### config.mk
export PLATFORM = sky130hd
export DESIGN_NAME = vector_op_sched
export DESIGN_NICKNAME = d
export VERILOG_FILES = /design/src/rtl/vector_op_sched.sv
export SDC_FILE = /design/constraint.sdc
export NUM_CORES = 1
export LEC_CHECK = 0
export CELL_PAD_IN_SITES_DETAIL_PLACEMENT = 1
export CELL_PAD_IN_SITES_GLOBAL_PLACEMENT = 1
export CORE_MARGIN = 3
export CORE_UTILIZATION = 44
export DETAILED_ROUTE_END_ITERATION = 10
export PLACE_DENSITY_LB_ADDON = 0.1
export SKIP_LAST_GASP = 1
export SLEW_MARGIN = 25
export SYNTH_ARGS = -nofsm -noshare
export SYNTH_HDL_FRONTEND = slang
export SYNTH_SLANG_ARGS = --single-unit
### constraint.sdc
create_clock -name clk -period 11.6 [get_ports clk]
set_input_delay 1.74 -clock clk [delete_from_list [all_inputs] [get_ports clk]]
set_output_delay 1.74 -clock clk [all_outputs]
set_load 0.02 [all_outputs]
### src/rtl/vector_op_sched.sv
// Vector op sequencer: sweeps BRAM A/B, emits element-wise words or one reduction word.
// Latency: READ_LAT+1 cycles per element. Stalls in OUT while out_ready is low; nothing is queued.
// Optional: define VECOP_EUC_EN to support opcode 7 (squared Euclidean distance).
module vector_op_sched #(
    parameter int N_ELEM   = 1024,
    parameter int ADDR_W   = 10,
    parameter int DATA_W   = 10,
    parameter int READ_LAT = 1,
    parameter int ACC_W    = 32
) (
    input  logic              clk,
    input  logic              reset,
    input  logic              cmd_valid,
    input  logic [7:0]        cmd,
    output logic [ADDR_W-1:0] bram_a_read_addr,
    output logic [ADDR_W-1:0] bram_b_read_addr,
    input  logic [DATA_W-1:0] bram_a_dout,
    input  logic [DATA_W-1:0] bram_b_dout,
    output logic              out_valid,
    input  logic              out_ready,
    output logic [ACC_W-1:0]  out_data,
    output logic              out_last,
    output logic              busy,
    output logic              done,
    output logic              err
);
    localparam logic [2:0] OP_SUM  = 3'd3;
    localparam logic [2:0] OP_AVG  = 3'd4;
    localparam logic [2:0] OP_DIFF = 3'd5;
    localparam logic [2:0] OP_DOT  = 3'd6;
    localparam logic [2:0] OP_EUC  = 3'd7;
    localparam int WCNT_W = (READ_LAT > 1) ? $clog2(READ_LAT + 1) : 1;

    typedef enum logic [2:0] {S_IDLE, S_WAIT, S_CAPTURE, S_OUT, S_DONE} state_t;

    state_t              state, next_state;
    logic [2:0]          op_q;
    logic [ADDR_W-1:0]   idx;
    logic [WCNT_W-1:0]   wait_cnt;
    logic [ACC_W-1:0]    acc;
    logic [ACC_W-1:0]    term;
    logic [DATA_W:0]     sum_w;
    logic [DATA_W-1:0]   diff_w;
    logic [2*DATA_W-1:0] prod_w;
    logic                op_ok, op_bad, wait_done, last_idx, is_red;
    logic                unused_cmd_bits;

    assign unused_cmd_bits  = ^cmd[7:3];
    assign bram_a_read_addr = idx;
    assign bram_b_read_addr = idx;
    assign wait_done        = (wait_cnt == WCNT_W'(READ_LAT - 1));
    assign last_idx         = (idx == ADDR_W'(N_ELEM - 1));
    assign is_red           = (op_q == OP_DOT) || (op_q == OP_EUC);

    always_comb begin
        op_ok  = 1'b0;
        op_bad = 1'b0;
        case (cmd[2:0])
            OP_SUM, OP_AVG, OP_DIFF, OP_DOT: op_ok = 1'b1;
`ifdef VECOP_EUC_EN
            OP_EUC: op_ok = 1'b1;
`else
            OP_EUC: op_bad = 1'b1;
`endif
            default: op_ok = 1'b0;
        endcase
    end

    // Element terms at full width, zero-extended into the accumulator width.
`ifdef VECOP_EUC_EN
    logic [2*DATA_W-1:0] sq_w;
    assign sq_w = (2*DATA_W)'(diff_w) * (2*DATA_W)'(diff_w);
`endif
    always_comb begin
        sum_w  = {1'b0, bram_a_dout} + {1'b0, bram_b_dout};
        diff_w = (bram_a_dout >= bram_b_dout) ? (bram_a_dout - bram_b_dout)
                                              : (bram_b_dout - bram_a_dout);
        prod_w = (2*DATA_W)'(bram_a_dout) * (2*DATA_W)'(bram_b_dout);
        term   = '0;
        case (op_q)
            OP_SUM:  term = ACC_W'(sum_w);
            OP_AVG:  term = ACC_W'(sum_w >> 1);
            OP_DIFF: term = ACC_W'(diff_w);
            OP_DOT:  term = ACC_W'(prod_w);
`ifdef VECOP_EUC_EN
            OP_EUC:  term = ACC_W'(sq_w);
`endif
            default: term = '0;
        endcase
    end

    always_ff @(posedge clk) begin
        if (reset) state <= S_IDLE;
        else       state <= next_state;
    end

    always_comb begin
        next_state = state;
        case (state)
            S_IDLE:    if (cmd_valid && op_ok) next_state = S_WAIT;
            S_WAIT:    if (wait_done) next_state = S_CAPTURE;
            S_CAPTURE: next_state = (!is_red || last_idx) ? S_OUT : S_WAIT;
            S_OUT:     if (out_ready) next_state = out_last ? S_DONE : S_WAIT;
            S_DONE:    next_state = S_IDLE;
            default:   next_state = S_IDLE;
        endcase
    end

    always_comb begin
        busy      = (state != S_IDLE);
        out_valid = (state == S_OUT);
        done      = (state == S_DONE);
    end

    always_ff @(posedge clk) begin
        if (reset) begin
            op_q     <= '0;
            idx      <= '0;
            wait_cnt <= '0;
            acc      <= '0;
            out_data <= '0;
            out_last <= 1'b0;
            err      <= 1'b0;
        end else begin
            err <= 1'b0;
            case (state)
                S_IDLE: begin
                    if (cmd_valid && op_ok) begin
                        op_q     <= cmd[2:0];
                        idx      <= '0;
                        wait_cnt <= '0;
                    end
                    err <= cmd_valid && op_bad;
                end
                S_WAIT: if (!wait_done) wait_cnt <= wait_cnt + 1'b1;
                S_CAPTURE: begin
                    wait_cnt <= '0;
                    if (!is_red) begin
                        out_data <= term;
                        out_last <= last_idx;
                    end else if (last_idx) begin
                        out_data <= acc + term;
                        out_last <= 1'b1;
                    end else begin
                        acc <= acc + term;
                        idx <= idx + 1'b1;
                    end
                end
                S_OUT: if (out_ready && !out_last) idx <= idx + 1'b1;
                S_DONE: begin
                    acc      <= '0;
                    idx      <= '0;
                    out_last <= 1'b0;
                end
                default: ;
            endcase
        end
    end
endmodule

==> summary.txt <==
Die
  – # IOs: 89
  – Cell Rows: 51
  – Core box area: approximately 20000 µm²
  – Initial Util: 0.456
  – Die height: between 100 and 150 µm
  – Die Area: 22300 µm²
  – Die width: 149 µm

Clocking
  – Clock tree buffer depth: 2
  – Setup Buffers After CTS: 0
  – CTS tree: done
  – CTS Hold Bufs: 0
  – Clock-pin slew on the worst setup and hold paths: 0.07 ns
  – Cts repair resizes: 0
  – Clk sinks: 82
  – H-tree levels: 3
  – Clock Root Buffer: clkbuf_16
  – CTS buffer count: 9
  – Clk Latency, worst-skew pair: 0.35 ns

Critical path
  – CP dominant cell by count: fa_1
  – R2R depth: 15
  – Worst setup endpoint: acc[25]
  – R2r startpoint: op_q[1]
  – Crit Path Category: in2reg
  – Crit start category: input pin
  – Critical path's slowest cell: clkdlybuf4s50_1
  – Critical Path RT: 11.88 ns
  – Reg-to-Reg End: acc[25]
  – Critical Path AT: roughly 10 ns
  – Crit path launch: bram_a_dout[1]
  – Flop2flop setup slack: 6.74 ns
  – Worst Setup End Kind: register
  – Crit path max fanout: 9
  – Max incr delay on CP: 0.68 ns

Routing
  – Initial DRC count: 493
  – DR pass1 iterations: 5
  – DRC: 0
  – Avg WL per Cell: 18.3 µm
  – Routed vias/inst: 5.57
  – Drt total wl: around 27000 µm
  – Vias after detailed routing: 8087
  – Antenna Violating Nets Remaining: 0

Yosys
  – Syn avg cell area: 8.00 µm²
  – Post-synthesis mux area share: 0.0184
  – Net count of the mapped netlist: 1334
  – Post-synthesis cell area: 9040 µm²
  – Post-synthesis register bit count: 82
  – Post-synth EDFFs: 0
  – Count of different cell masters after synthesis: 76
  – Ys Warns: 0
  – Synth Instances: 1131
  – Register area share after synthesis: 0.181
  – Synth async-reset ratio: 0
  – Synth Flop Type: dfxtp_1
  – Combinational family with the most area after synthesis: adder cells
  – XOR/XNOR Fraction of Synth Area: 0.0600
  – Synth Area in Compound Gates: 0.190
  – Synth Area in Simple Gates: 0.186
  – Post-synthesis adder-cell area fraction: 0.291

Timing
  – Endpoints failing hold: 0
  – Worst hold slack: 0.443 ns
  – Setup_tns: 0 ns
  – Max Slew Vio Count: 0
  – Rel. slew slack: 0.362
  – Min Tclk post-route: 9.67 ns
  – Fmax: 103 MHz
  – RSZ-0062 raised after global routing: no
  – Setup Viol. Count Final: 0
  – Slew @ Worst Pin: roughly 0.96 ns
  – Worst Skew: 0.00958 ns
  – Crit share post-route: 0.834

Finish
  – Area grow syn2layout: 14.2%
  – # diodes: 0
  – Layout cells sized above 1: 0.0337
  – Nets: 1384
  – Finished Cell Area: 10300 µm²

Global routing
  – First-pass GRT wire length: 44200 µm
  – Vias in the first global route: 8471
  – Largest net degree at the start of global routing: 42
  – Initial antenna violation count: 0
  – Remaining global-route overflow: 0
  – GRT Total Usage: 0.245

Power
  – Final Power: 1.31 mW
  – Logic pwr share: 0.553
  – Pwr per Cell Area: 127 nW/µm²
  – Reg power frac: 0.222
  – Worst vdd ir: 103 µV
  – Leakage: between 4 and 5 nW
  – Switch Pwr: 0.552 mW
  – P_int: 0.757 mW
  – Clk pwr share: 0.225
  – Switching part of the total power: 0.422

Placed design
  – DP HPWL: roughly 21000 µm
  – PortBufs: between 80 and 90
  – Placed cell areas: about 10000 µm²
  – Gpl congestion: 0.895

Hold path
  – HP Class: reg2reg

Status
  – Outcome: finished clean

Flow run
  – Maxcap violations: 0
[registers in the layout, summed over array words and instances (netlist names)]
register / count
out_data: 32
out_last: 1
op_q: 3
bram_a_read_addr: 10
err: 1
state: 3
acc: 32
[metrics by stage]
step	std cells	utilization	worst slack [ns]
floorplan	1131	-	2.99
global placement	1435	0.505	1.71
detailed placement	1435	0.505	1.58
CTS	1451	0.520	1.92
global route	1451	0.520	1.42
finish	1451	0.520	1.93
[worst min path at each step]
| stage | startpoint | endpoint | slack, ns | cells after the start |
|---|---|---|---|---|
| 3_3_place_gp | out_data[29] | out_data[29] | 0.44 | 2 |
| 6_report | out_data[31] | out_data[31] | 0.44 | 2 |
| 2_1_floorplan | acc[19] | acc[19] | 0.43 | 2 |
| 4_1_cts | out_data[31] | out_data[31] | 0.45 | 2 |
| 3_5_place_dp | out_data[20] | out_data[20] | 0.44 | 2 |
| 5_1_grt | out_data[27] | out_data[27] | 0.48 | 2 |
[cell usage in the layout (no fill, tap or decap), types with 5 or more instances in the layout]
| cell type | instances |
|---|---|
| a211oi_1 | 11 |
| a21o_1 | 15 |
| a21oi_1 | 70 |
| a22o_1 | 10 |
| a22oi_1 | 8 |
| a31oi_1 | 15 |
| and2_1 | 11 |
| and3_1 | 5 |
| clkbuf_16 | 9 |
| clkdlybuf4s50_1 | 83 |
| dfxtp_1 | 82 |
| fa_1 | 66 |
| ha_1 | 105 |
| inv_1 | 112 |
| mux2i_1 | 11 |
| nand2_1 | 122 |
| nand2b_1 | 16 |
| nand3_1 | 18 |
| nand4_1 | 10 |
| nor2_1 | 133 |
| nor2b_1 | 8 |
| nor3_1 | 17 |
| o211ai_1 | 6 |
| o21a_1 | 12 |
| o21ai_0 | 18 |
| o21ai_1 | 35 |
| o21bai_1 | 11 |
| o22ai_1 | 8 |
| or3_1 | 7 |
| xnor2_1 | 40 |
| xor2_1 | 22 |
[worst max-delay path: cells and delay by family]
family,cells,cell delay (ns)
AO/OA/AOI/OAI,9,2.24
XOR/XNOR,1,0.16
adder cells (fa/ha/maj),7,3.14
buffers and inverters,6,1.29
AND/OR/NAND/NOR,8,1.39
[power by group through the flow]
stage | sequential, mW | clock [mW] | combinational (mW)
after floorplan | 0.296 | 0 | 0.533
after global placement | 0.296 | 0 | 0.706
after detailed placement | 0.297 | 0 | 0.725
after CTS | 0.290 | 0.302 | 0.733
after global routing | 0.291 | 0.313 | 0.833
final | 0.290 | 0.295 | 0.723
[metal layers]
metal  wire length, µm  GRT usage  up-vias
met2             12400      0.409      141
met5                 0          0        -
li1                  -          -     3952
met1             12700      0.349     3974
met4               235     0.0330        0
met3              1180     0.0337       20
[cell usage after synthesis, types with 3 or more instances]
master,count,area [µm²]
o211ai_1,6,45.0
mux2i_1,11,110
o21ai_1,35,175
mux2_2,4,45.0
xnor2_1,40,350
or2_2,4,25.0
and3_1,5,31.3
a21o_1,15,113
o21bai_1,11,82.6
a22o_1,10,87.6
nor3_1,17,85.1
a211oi_1,11,82.6
nor2b_1,8,50.1
o21ai_0,18,90.1
inv_1,112,420
nand2_1,122,458
a221oi_1,3,26.3
clkbuf_1,35,131
a22oi_1,8,60.1
o21a_1,12,90.1
nand3_1,18,90.1
nand3b_1,3,22.5
a221o_1,4,40.0
o221ai_1,3,26.3
xor2_1,22,193
o31ai_1,3,22.5
dfxtp_1,82,1640
a31oi_1,15,93.8
nor4_1,4,25.0
fa_1,66,1320
a21oi_1,70,350
and2_1,11,68.8
nand2b_1,16,100
buf_4,10,75.1
clkinv_1,4,15.0
a211o_1,4,35.0
o22ai_1,8,50.1
ha_1,105,1310
nor2_1,135,507
or3_1,7,43.8
nand4_1,10,62.6
[layout make-up]
class	instances	area, µm²
fillers	2435	9520
multi-input cells	883	6750
flip-flops and latches	82	1640
repair buffers	87	861
inverters	118	443
well taps	265	332
clock buffers	10	239
clock inverters	6	65.1
[kinds of logic after synthesis]
kind of cell | after synthesis
AND/OR/NAND/NOR | 373
AO/OA/AOI/OAI | 261
adder cells (fa/ha/maj) | 171
buffers and inverters | 166
flip-flops | 82
XOR/XNOR | 62
multiplexers | 16
No activity file was read; power rests on OpenSTA's default activity.
